`src/rtl/dk_motion_ctrl_pkg.sv`:
```
// Shared types and constants for the Donkey Kong motion controller.
// The state code is {motion class, facing_l}, so the class sits in bits [3:1].
package dk_motion_ctrl_pkg;

    typedef enum logic [3:0] {
        IDLE_R = 4'd0,
        IDLE_L = 4'd1,
        WALK_R = 4'd2,
        WALK_L = 4'd3,
        JUMP_R = 4'd4,
        JUMP_L = 4'd5,
        FALL_R = 4'd6,
        FALL_L = 4'd7
    } dk_motion_t;

    typedef enum logic [2:0] {
        CLS_IDLE = 3'd0,
        CLS_WALK = 3'd1,
        CLS_JUMP = 3'd2,
        CLS_FALL = 3'd3
    } dk_class_t;

    localparam logic [7:0] KEY_RIGHT   = 8'h74;
    localparam logic [7:0] KEY_LEFT    = 8'h6b;
    localparam logic [7:0] KEY_JUMP    = 8'h29;
    localparam logic [3:0] GROUND_FLAG = 4'd1;

    function automatic dk_motion_t mk_motion(input dk_class_t c, input logic facing_l);
        return dk_motion_t'({c, facing_l});
    endfunction

    function automatic dk_class_t motion_class(input dk_motion_t m);
        return dk_class_t'({1'b0, m[3:1]});
    endfunction

endpackage

```
`src/rtl/dk_motion_ctrl_if.sv`:
```
// Loop between the motion controller and the combinational position mapper.
// master = mapper/keyboard side, slave = the controller.
interface dk_motion_ctrl_if;
    logic [7:0]  keycode;
    logic        press;
    logic [15:0] x;
    logic [15:0] y;
    logic [3:0]  no;
    logic [24:0] counter;
    logic [15:0] prev_x;
    logic [15:0] prev_y;
    logic [3:0]  dk_motion;
    logic [18:0] num;
    logic        facing_l;

    modport master (
        output keycode, press, x, y, no,
        input  counter, prev_x, prev_y, dk_motion, num, facing_l
    );

    modport slave (
        input  keycode, press, x, y, no,
        output counter, prev_x, prev_y, dk_motion, num, facing_l
    );
endinterface

```
`src/rtl/dk_motion_ctrl_tick_gen.sv`:
```
// Frame-tick counter: counts 0..TICK_MAX inclusive and wraps; tick is high
// for the single cycle spent at TICK_MAX.
module dk_tick_gen #(
    parameter logic [24:0] TICK_MAX = 25'd4500000
) (
    input  logic        i_clk,
    input  logic        i_rst_n,
    output logic [24:0] o_counter,
    output logic        o_tick
);

    logic [24:0] r_counter;
    logic        w_at_max;

    assign w_at_max = (r_counter == TICK_MAX);

    always_ff @(posedge i_clk or negedge i_rst_n) begin
        if (!i_rst_n)
            r_counter <= '0;
        else if (w_at_max)
            r_counter <= '0;
        else
            r_counter <= r_counter + 25'd1;
    end

    assign o_counter = r_counter;
    assign o_tick    = w_at_max;

endmodule

```
`src/rtl/dk_motion_ctrl.sv`:
```
// Donkey Kong motion controller: tick generator, registered position and motion FSM.
// Define DK_VAR_JUMP_EN to let an early jump-key release cut the rise short.
module dk_motion_ctrl
    import dk_motion_ctrl_pkg::*;
#(
    parameter logic [24:0] TICK_MAX    = 25'd4500000,
    parameter logic [18:0] JUMP_TICKS  = 19'd10,
    parameter logic [18:0] MIN_JUMP    = 19'd3,
    parameter logic [18:0] WALK_FRAMES = 19'd4,
    parameter logic [15:0] START_X     = 16'd0,
    parameter logic [15:0] START_Y     = 16'd0
) (
    input  logic             i_clk,
    input  logic             i_rst_n,
    dk_motion_ctrl_if.slave  bus
);

`ifdef DK_VAR_JUMP_EN
    localparam bit VAR_JUMP = 1'b1;
`else
    localparam bit VAR_JUMP = 1'b0;
`endif

    logic [24:0] w_counter;
    logic        w_tick;

    dk_tick_gen #(.TICK_MAX(TICK_MAX)) u_tick_gen (
        .i_clk     (i_clk),
        .i_rst_n   (i_rst_n),
        .o_counter (w_counter),
        .o_tick    (w_tick)
    );

    logic [15:0] r_prev_x;
    logic [15:0] r_prev_y;
    dk_motion_t  r_motion;
    logic [18:0] r_num;
    logic        r_facing;

    logic        w_left, w_right, w_jump, w_jump_rel, w_ground;
    logic        w_facing_nxt, w_var_cut, w_rise_done;
    logic [18:0] w_num_inc, w_walk_nxt, w_fall_nxt;
    dk_class_t   w_cls;

    // Key decode: keycode only counts while press is high (release is its own event).
    assign w_left     = bus.press && (bus.keycode == KEY_LEFT);
    assign w_right    = bus.press && (bus.keycode == KEY_RIGHT);
    assign w_jump     = bus.press && (bus.keycode == KEY_JUMP);
    assign w_jump_rel = !bus.press && (bus.keycode == KEY_JUMP);
    assign w_ground   = (bus.no == GROUND_FLAG);

    assign w_facing_nxt = w_left ? 1'b1 : (w_right ? 1'b0 : r_facing);
    assign w_cls        = motion_class(r_motion);

    assign w_num_inc   = r_num + 19'd1;
    assign w_walk_nxt  = (w_num_inc >= WALK_FRAMES) ? 19'd0 : w_num_inc;
    assign w_fall_nxt  = (r_num == 19'h7FFFF) ? r_num : w_num_inc;
    assign w_rise_done = (w_num_inc == JUMP_TICKS);
    assign w_var_cut   = VAR_JUMP && w_jump_rel && (r_num >= MIN_JUMP);

    always_ff @(posedge i_clk or negedge i_rst_n) begin
        if (!i_rst_n) begin
            r_prev_x <= START_X;
            r_prev_y <= START_Y;
            r_motion <= FALL_R;
            r_num    <= '0;
            r_facing <= 1'b0;
        end else if (w_tick) begin
            r_prev_x <= bus.x;
            r_prev_y <= bus.y;
            r_facing <= w_facing_nxt;
            case (w_cls)
                CLS_IDLE, CLS_WALK: begin
                    if (!w_ground) begin
                        r_motion <= mk_motion(CLS_FALL, w_facing_nxt);
                        r_num    <= '0;
                    end else if (w_jump) begin
                        r_motion <= mk_motion(CLS_JUMP, w_facing_nxt);
                        r_num    <= '0;
                    end else if (w_left || w_right) begin
                        // Walk frame index only advances if we were already walking.
                        r_motion <= mk_motion(CLS_WALK, w_facing_nxt);
                        r_num    <= (w_cls == CLS_WALK) ? w_walk_nxt : 19'd0;
                    end else begin
                        r_motion <= mk_motion(CLS_IDLE, w_facing_nxt);
                        r_num    <= '0;
                    end
                end
                CLS_JUMP: begin
                    // Ground flag is ignored mid-rise; only the tick budget (or a cut) ends it.
                    if (w_rise_done || w_var_cut) begin
                        r_motion <= mk_motion(CLS_FALL, w_facing_nxt);
                        r_num    <= '0;
                    end else begin
                        r_motion <= mk_motion(CLS_JUMP, w_facing_nxt);
                        r_num    <= w_num_inc;
                    end
                end
                CLS_FALL: begin
                    if (w_ground) begin
                        r_motion <= mk_motion((w_left || w_right) ? CLS_WALK : CLS_IDLE,
                                              w_facing_nxt);
                        r_num    <= '0;
                    end else begin
                        r_motion <= mk_motion(CLS_FALL, w_facing_nxt);
                        r_num    <= w_fall_nxt;
                    end
                end
                default: begin
                    r_motion <= mk_motion(CLS_FALL, w_facing_nxt);
                    r_num    <= '0;
                end
            endcase
        end
    end

    assign bus.counter   = w_counter;
    assign bus.prev_x    = r_prev_x;
    assign bus.prev_y    = r_prev_y;
    assign bus.dk_motion = r_motion;
    assign bus.num       = r_num;
    assign bus.facing_l  = r_facing;

endmodule

```
`src/flat_wrapper.sv`:
```
// flat-port wrapper written by rule: the top's interface ports become plain ports
module dk_motion_ctrl_flat import dk_motion_ctrl_pkg::*;
#(
    parameter logic [24:0] TICK_MAX    = 25'd4500000,
    parameter logic [18:0] JUMP_TICKS  = 19'd10,
    parameter logic [18:0] MIN_JUMP    = 19'd3,
    parameter logic [18:0] WALK_FRAMES = 19'd4,
    parameter logic [15:0] START_X     = 16'd0,
    parameter logic [15:0] START_Y     = 16'd0
)
  (i_clk, i_rst_n, bus_keycode, bus_press, bus_x, bus_y, bus_no, bus_counter, bus_prev_x, bus_prev_y, bus_dk_motion, bus_num, bus_facing_l);
  dk_motion_ctrl_if bus_i ();
  input  logic i_clk;
  input  logic i_rst_n;
  input wire logic [$bits(bus_i.keycode)-1:0] bus_keycode;
  input wire logic [$bits(bus_i.press)-1:0] bus_press;
  input wire logic [$bits(bus_i.x)-1:0] bus_x;
  input wire logic [$bits(bus_i.y)-1:0] bus_y;
  input wire logic [$bits(bus_i.no)-1:0] bus_no;
  output wire logic [$bits(bus_i.counter)-1:0] bus_counter;
  output wire logic [$bits(bus_i.prev_x)-1:0] bus_prev_x;
  output wire logic [$bits(bus_i.prev_y)-1:0] bus_prev_y;
  output wire logic [$bits(bus_i.dk_motion)-1:0] bus_dk_motion;
  output wire logic [$bits(bus_i.num)-1:0] bus_num;
  output wire logic [$bits(bus_i.facing_l)-1:0] bus_facing_l;
  assign bus_i.keycode = bus_keycode;
  assign bus_i.press = bus_press;
  assign bus_i.x = bus_x;
  assign bus_i.y = bus_y;
  assign bus_i.no = bus_no;
  assign bus_counter = bus_i.counter;
  assign bus_prev_x = bus_i.prev_x;
  assign bus_prev_y = bus_i.prev_y;
  assign bus_dk_motion = bus_i.dk_motion;
  assign bus_num = bus_i.num;
  assign bus_facing_l = bus_i.facing_l;
  dk_motion_ctrl #(.TICK_MAX(TICK_MAX), .JUMP_TICKS(JUMP_TICKS), .MIN_JUMP(MIN_JUMP), .WALK_FRAMES(WALK_FRAMES), .START_X(START_X), .START_Y(START_Y)) u_core (.i_clk(i_clk), .i_rst_n(i_rst_n), .bus(bus_i));
endmodule
```
`config.mk`:
```
export PLATFORM = sky130hd
export DESIGN_NAME = dk_motion_ctrl_flat
export DESIGN_NICKNAME = d
export VERILOG_FILES = /design/src/rtl/dk_motion_ctrl_pkg.sv /design/src/rtl/dk_motion_ctrl_if.sv /design/src/rtl/dk_motion_ctrl_tick_gen.sv /design/src/rtl/dk_motion_ctrl.sv /design/src/flat_wrapper.sv
export SDC_FILE = /design/constraint.sdc
export NUM_CORES = 1
export LEC_CHECK = 0
export CAP_MARGIN = 20
export CORE_UTILIZATION = 51
export CTS_CLUSTER_DIAMETER = 80
export DETAILED_ROUTE_END_ITERATION = 8
export PLACE_DENSITY = 0.91
export RECOVER_POWER = 25
export SETUP_SLACK_MARGIN = 0.1
export SLEW_MARGIN = 40
export SYNTH_ARGS = -nofsm -noshare
export SYNTH_HDL_FRONTEND = slang
export SYNTH_SLANG_ARGS = --single-unit
```
`constraint.sdc`:
```
create_clock -name i_clk -period 6.8 [get_ports i_clk]
set_input_delay 1.02 -clock i_clk [delete_from_list [all_inputs] [get_ports i_clk]]
set_output_delay 1.02 -clock i_clk [all_outputs]
set_load 0.02 [all_outputs]
```
==> summary.md, run 1 <==
| Metric | Value |
|---|---|
| FFs w/ async S/R, synth | `100%` |
| Worst setup path endpoint | `u_core.bus.num[7]` |
| Sink Count | `79` |
| Max Cap Violations | `0` |
| Final nets | `549` |
| Post-synth cell types | `55` |
| Critical Path AT | `3.46 ns` |
| Critical path type | `in -> reg` |
| Antenna-violating nets left | `0` |
| Setup crit end kind | `flip-flop` |
| Net Sw Power | `0.208 mW` |
| Status | `finished clean` |
| Number of buffers created by CTS | `9` |
| Rel. slew slack | `51.8%` |
| Max Clock Freq | `307 MHz` |
| Hold Buf Count CTS | `0` |
| Post-DP HPWL | `7.09 mm` |
| Root Driver | `clkbuf_8` |
| Fin cells | `605` |
| Top_reg_cell synth | `dfrtp_1` |
| First-pass GRT wire length | `16.6 mm` |
| Sequential cell area fraction in the yosys report | `48.4%` |
| Via count | `3,417` |
| Max-slew violations | `0` |
| Drt via density | `5.65` |
| Switching part of the total power | `24.3%` |
| Worst Hold Class | `reg -> reg` |
| Synthesized area | `4090 µm²` |
| Worst VDD drop | `0.124 mV` |
| RePlAce Congestion | `0.835` |
| Unrepaired setup endpoints after global routing | `no` |
| GRT Overall Usage | `24.9%` |
| Share of the synthesized area in the top cell type | `47.1%` |
| Most common cell in the synthesized netlist | `dfrtp_1` |
| Crit Reg-Reg Endpoint | `u_core.bus.num[7]` |
| Reg2reg start | `u_core.bus.num[0]` |
| Synth Instances | `383` |
| Post-synth top cells | `77 x dfrtp_1, 40 x nor2_1, 34 x mux2_2, 34 x nand3_1, 19 x o21ai_0` |
| WL per Instance | `16.5 µm` |
| Yosys reg bits | `79` |
| Clock Path Buffers | `2` |
| Setup TNS | `0 ns` |
| Drt initial violations | `186` |
| Grt total ovfl | `0` |
| Reg2Reg Setup Slack | `3.57 ns` |
| Dpl cells | `589` |
| Required @ worst endpoint | `6.99 ns` |
| Core ar. | `7730 µm²` |
| Slew @ Worst Pin | `0.723 ns` |
| Full die area | `8380 µm²` |
| Layout Area Growth over Synthesis | `34.9%` |
| Skew final | `0.0130 ns` |
| I/O pin cnt | `128` |
| Final worst-path cycle share | `48.0%` |
| H-tree Lvls | `3` |
| Reg2reg path depth | `8` |
| Register share of total power | `54.9%` |
| Residual DRC | `0` |
| Die Y | `91.6 µm` |
| Pwr/cell area | `155 nW/µm²` |
| Post CTS Setup Buffer Count | `0` |
| # resized after CTS | `0` |
| Row Count | `32` |
| Syn_nets | `434` |
| EDFF count, synth | `0` |
| Power share of the combinational group | `4.6%` |
| Synth area leaders | `dfrtp_1 47%, mux2_2 9.4%, nand3_1 4.2%` |
| Yosys top cell by area | `dfrtp_1` |
| Vias in the first global route | `3,431` |
| Initial antenna violation count | `0` |
| Clock share of power | `40.5%` |
| WL final | `10.0 mm` |
| Worst setup SP type | `primary input` |
| Pin count of the biggest net entering global routing | `80` |
| Mean area per synthesized cell | `10.7 µm²` |
| Layout cell share with drive strength beyond 1 | `13.7%` |
| Hold Crit Start | `u_core.bus.prev_y[3]` |
| Clk pin slew, worst setup/hold paths | `0.09 ns` |
| Worst-path maximum fanout | `39` |
| CTS tree | `built` |
| YS warnings | `0` |
| Initial core utilization | `52.9%` |
| Clock Latency Late Sink | `0.35 ns` |
| Final setup vio count | `0` |
| Final hold violations | `0` |
| CP Launch Point | `bus_no[1]` |
| First drt pass iteration count | `4` |
| Number of port buffers | `126` |
| Internal power | `0.647 mW` |
| Leakage | `2.31 nW` |
| Die width | `91.6 µm` |
| Period minus WS final | `3.26 ns` |
| N_diodes | `0` |
[cell usage in the layout, fill, tap and decap left out, types with 10 or more instances in the layout]
cell	count
xnor2_1	16
xor2_1	13
dfrtp_1	77
nor3_1	18
clkdlybuf4s50_1	125
mux2_2	34
nand3_1	34
and3_1	10
clkbuf_8	10
o21ai_0	19
nand4_1	15
nand2_1	12
nor2_1	39
[kinds of logic (layout without fill, tap and decap cells)]
logic type	Yosys count	count (layout)	share of synthesized area [%]
AOI/OAI and AO/OA	41	41	6.09
xor gates and xnor gates	29	29	6.21
adders and majority gates	4	4	1.22
buffers and inverters	31	151	5.17
DFF	79	79	48.4
muxes	37	37	10.1
other	1	1	0.0917
and+or+nand+nor	161	161	22.8
[cell type report]
class,instances,area (µm²)
Tap cell,102,128
Clock inverter,6,57.6
Clock buffer,10,138
Fill cell,546,2210
Inverter,7,26.3
Timing Repair Buffer,128,1280
Sequential cell,79,1980
Multi-Input combinational cell,273,1910
[metrics by stage]
step	worst slack (ns)	total power [mW]	area, µm²	utilization [%]	hold WS [ns]
floorplan	4.00	0.482	4090	-	0.560
global placement	3.25	0.516	5320	68.8	0.489
detailed placement	3.19	0.518	5320	68.9	0.494
CTS	3.55	0.866	5520	71.4	0.517
global route	3.37	0.885	5520	71.4	0.522
finish	3.54	0.854	5520	71.4	0.516
[per-layer routing]
layer / up-vias / global-route usage [%] / routed length (µm)
li1: 1601 / - / -
met1: 1696 / 31.6 / 4170
met2: 116 / 40.5 / 4950
met3: 4 / 9.80 / 827
met4: 0 / 4.76 / 52
met5: - / 0 / 0
[flip-flops by register name, summed over array words and instances (netlist names)]
register	flops
u_core.bus.prev_x	16
u_core.u_tick_gen.o_counter	25
u_core.bus.prev_y	16
u_core.bus.dk_motion	3
u_core.bus.num	19
[worst min-delay path by stage]
stage	end	slack (ns)	cells after the start
after global routing	u_core.bus.prev_x[14]	0.52	1
final	u_core.bus.prev_y[3]	0.52	1
after detailed placement	u_core.bus.prev_x[5]	0.49	1
after global placement	u_core.bus.prev_y[3]	0.49	1
after CTS	u_core.bus.prev_x[14]	0.52	1
after floorplan	u_core.bus.dk_motion[1]	0.56	2
[power groups by stage]
stage,clock network (mW),registers (mW),logic [mW]
after floorplan,0,0.479,0.00290
after global placement,0,0.479,0.0378
after detailed placement,0,0.479,0.0395
after CTS,0.357,0.469,0.0396
after global routing,0.374,0.469,0.0421
final,0.346,0.469,0.0389
[critical path: stages]
cell and delay (ns):
clkdlybuf4s50_1 0.40, nor4b_1 0.63, nor2_1 0.13, a21boi_2 0.16
buf_4 0.32, nor3b_4 0.65, nor3_1 0.15
Power figures use the tool's default switching activity.
==> inputs of run 2 (changes only) <==
Settings changed: CORE_UTILIZATION 51 to 42, PLACE_DENSITY 0.91 to 0.8.
Clock period 6.8 ns to 2.75 ns, I/O delays scaled along.
==> run 2 against run 1 <==
Compared with the run above:
- critical endpoint is now u_core.bus.num[9]
- sequential cell count unchanged
- clock skew about the same
- largest cell class unchanged
- combinational power increased by 150%
- count of clock-buffer cells in the layout unchanged
- register-to-register slack got worse by 3.3 ns
- sequential share of layout area decreased by 1.2 points
- the flow now finishes with violations (capacitance limit, slew limit)
- die area increased by 21%
- core utilization decreased by 10 points
- largest power group unchanged
- total power increased to 2.6 times the previous value
==> summary.md, run 2 (same netlist as run 1, synthesis figures left out) <==
| Metric | Value |
|---|---|
| Grt total ovfl | `0 (unchanged)` |
| GRT Overall Usage | `20.6% (-4.3 points)` |
| Die width | `101 µm (+10%)` |
| Failing checks | `capacitance limit, slew limit` |
| Layout Area Growth over Synthesis | `39.6%` |
| Period minus WS final | `2.52 ns` |
| Pwr/cell area | `390 nW/µm² (+150%)` |
| Max Clock Freq | `397 MHz` |
| Clock Latency Late Sink | `0.35 ns (about the same)` |
| Row Count | `35 (+9.4%)` |
| Setup crit end kind | `flip-flop` |
| Leakage | `2.40 nW (+3.9%)` |
| Final hold violations | `0 (unchanged)` |
| Die Y | `101 µm (+10%)` |
| Full die area | `10,100 µm² (+21%)` |
| Fillers | `773 (+42%)` |
| Drt via density | `5.34 (-5.4%)` |
| Final worst-path cycle share | `91.6%` |
| RePlAce Congestion | `0.798 (-4.4%)` |
| I/O pin cnt | `128 (unchanged)` |
| Critical Path AT | `2.76 ns (-0.70 ns)` |
| Slew @ Worst Pin | `1.99 ns (+1.26 ns)` |
| First drt pass iteration count | `4 (unchanged)` |
| Required @ worst endpoint | `2.99 ns (-4.00 ns)` |
| Drt initial violations | `180 (-3.2%)` |
| GRT busiest layer | `met2` |
| Post-DP HPWL | `7.17 mm (+1.2%)` |
| Worst setup SP type | `flip-flop` |
| Max-slew violations | `80 (+80)` |
| Final nets | `565 (+2.9%)` |
| Worst VDD drop | `0.217 mV (+76%)` |
| Worst-path maximum fanout | `8 (-79%)` |
| Fin cells | `648 (+7.1%)` |
| Dpl cells | `632 (+7.3%)` |
| N_diodes | `0 (unchanged)` |
| Worst Hold Class | `reg -> reg` |
| Initial core utilization | `43.9% (-9.1 points)` |
| WL per Instance | `15.4 µm (-6.6%)` |
| CTS tree | `built` |
| Initial antenna violation count | `0 (unchanged)` |
| Critical path type | `reg -> reg` |
| Unrepaired setup endpoints after global routing | `no` |
| Most frequent cells in the layout | `125 x clkdlybuf4s50_1, 77 x dfrtp_1, 39 x nor2_1` |
| Skew final | `0.0131 ns (+0.0000264 ns)` |
| Max reg flops | `25 (unchanged)` |
| Setup TNS | `0 ns (unchanged)` |
| Pin count of the biggest net entering global routing | `80 (unchanged)` |
| Max Cap Violations | `1 (+1)` |
| M1 GR Usage | `26.0% (-5.6 points)` |
| Grt met3 use | `7.70% (-2.1 points)` |
| Final setup vio count | `0 (unchanged)` |
| Most common cell after layout, fill and taps aside | `clkdlybuf4s50_1` |
| Via count | `3,463 (+1.3%)` |
| H-tree Lvls | `3 (unchanged)` |
| Clk pin slew, worst setup/hold paths | `0.09 ns (about the same)` |
| Sink Count | `79 (unchanged)` |
| Rel. slew slack | `-32.3% (-84 points)` |
| Dpl cell area | `5490 µm² (+3.1%)` |
| Number of port buffers | `126 (unchanged)` |
| Root Driver | `clkbuf_8` |
| Status | `finished, violations left` |
| Hold Buf Count CTS | `0 (unchanged)` |
| WL final | `10.0 mm (about the same)` |
| Vias in the first global route | `3,480 (+1.4%)` |
| Core ar. | `9330 µm² (+21%)` |
| First-pass GRT wire length | `16.5 mm (-0.50%)` |
| Final Cell Area | `5710 µm² (+3.5%)` |
| Clock Path Buffers | `2 (unchanged)` |
| Antenna-violating nets left | `0 (unchanged)` |
| Number of buffers created by CTS | `9 (unchanged)` |
| Routing usage on met2 | `33.4% (-7.1 points)` |
| Residual DRC | `0 (unchanged)` |
| Layout cell share with drive strength beyond 1 | `16.6% (+2.9 points)` |
## run 2: cell count changes in the layout (fill, tap and decap cells not counted), moves of 2 or more
cell        change
inv_6           -2
inv_8           -2
clkinvlp_4      +2
buf_4          +15
bufinv_16       +2
## run 2: per-stage QoR
stage / hold slack [ns] / setup WS [ns] / util [%] / total power, mW
floorplan: 0.117 / 0.164 / - / 1.19
global placement: 0.489 / 0.0567 / 58.8 / 1.28
detailed placement: 0.499 / -0.0560 / 58.8 / 1.28
CTS: 0.122 / 0.208 / 61.2 / 2.25
global route: 0.526 / 0.100 / 61.2 / 2.31
finish: 0.512 / 0.231 / 61.2 / 2.23
## run 2: critical path, stage by stage, from the launching register on
cell and delay [ns]:
dfrtp_1 0.44, ha_1 0.23, buf_4 0.15, and3_2 0.22, a311oi_1 0.22, a31oi_1 0.10, a211o_1 0.27, o31a_1 0.30
nor3b_4 0.20, buf_4 0.20, nor3_1 0.07
## run 2: timing repair
item	in CTS	in global routing
buffers inserted	0	0
gates resized for setup	0	2
setup endpoints to repair	0	7
## run 2: per-layer routing
metal,wire [µm],vias to the layer above
met5,0,-
met4,80,0
met3,785,9
met2,4850,107
met1,4290,1718
li1,-,1629
## run 2: where the power goes
group	switching [mW]	internal, mW
clock	0.451	0.518
combinational	0.0360	0.0594
sequential	0	1.16
## run 2: final timing paths
check	start	end	slack (ns)	cells after the start
worst max-delay path	u_core.bus.num[0]	u_core.bus.num[9]	0.23	10
max in group asynchronous	i_rst_n	u_core.u_tick_gen.o_counter[4]	0.97	1
worst max register to register	u_core.bus.num[0]	u_core.bus.num[9]	0.23	10
min in group asynchronous	i_rst_n	u_core.u_tick_gen.o_counter[14]	0.62	1
worst min-delay path	u_core.bus.prev_y[7]	u_core.bus.prev_y[7]	0.51	1
worst min register to register	u_core.bus.prev_y[7]	u_core.bus.prev_y[7]	0.51	1
## run 2: final cells by class
class	instances	area [µm²]	share of cell area, %
clock buffer	10	128	2.23
tap	129	161	2.83
timing repair buffer	144	1400	24.6
sequential	79	1980	34.7
multi-input combinational	273	1920	33.6
clock inverter	6	92.6	1.62
inverter	7	26.3	0.460
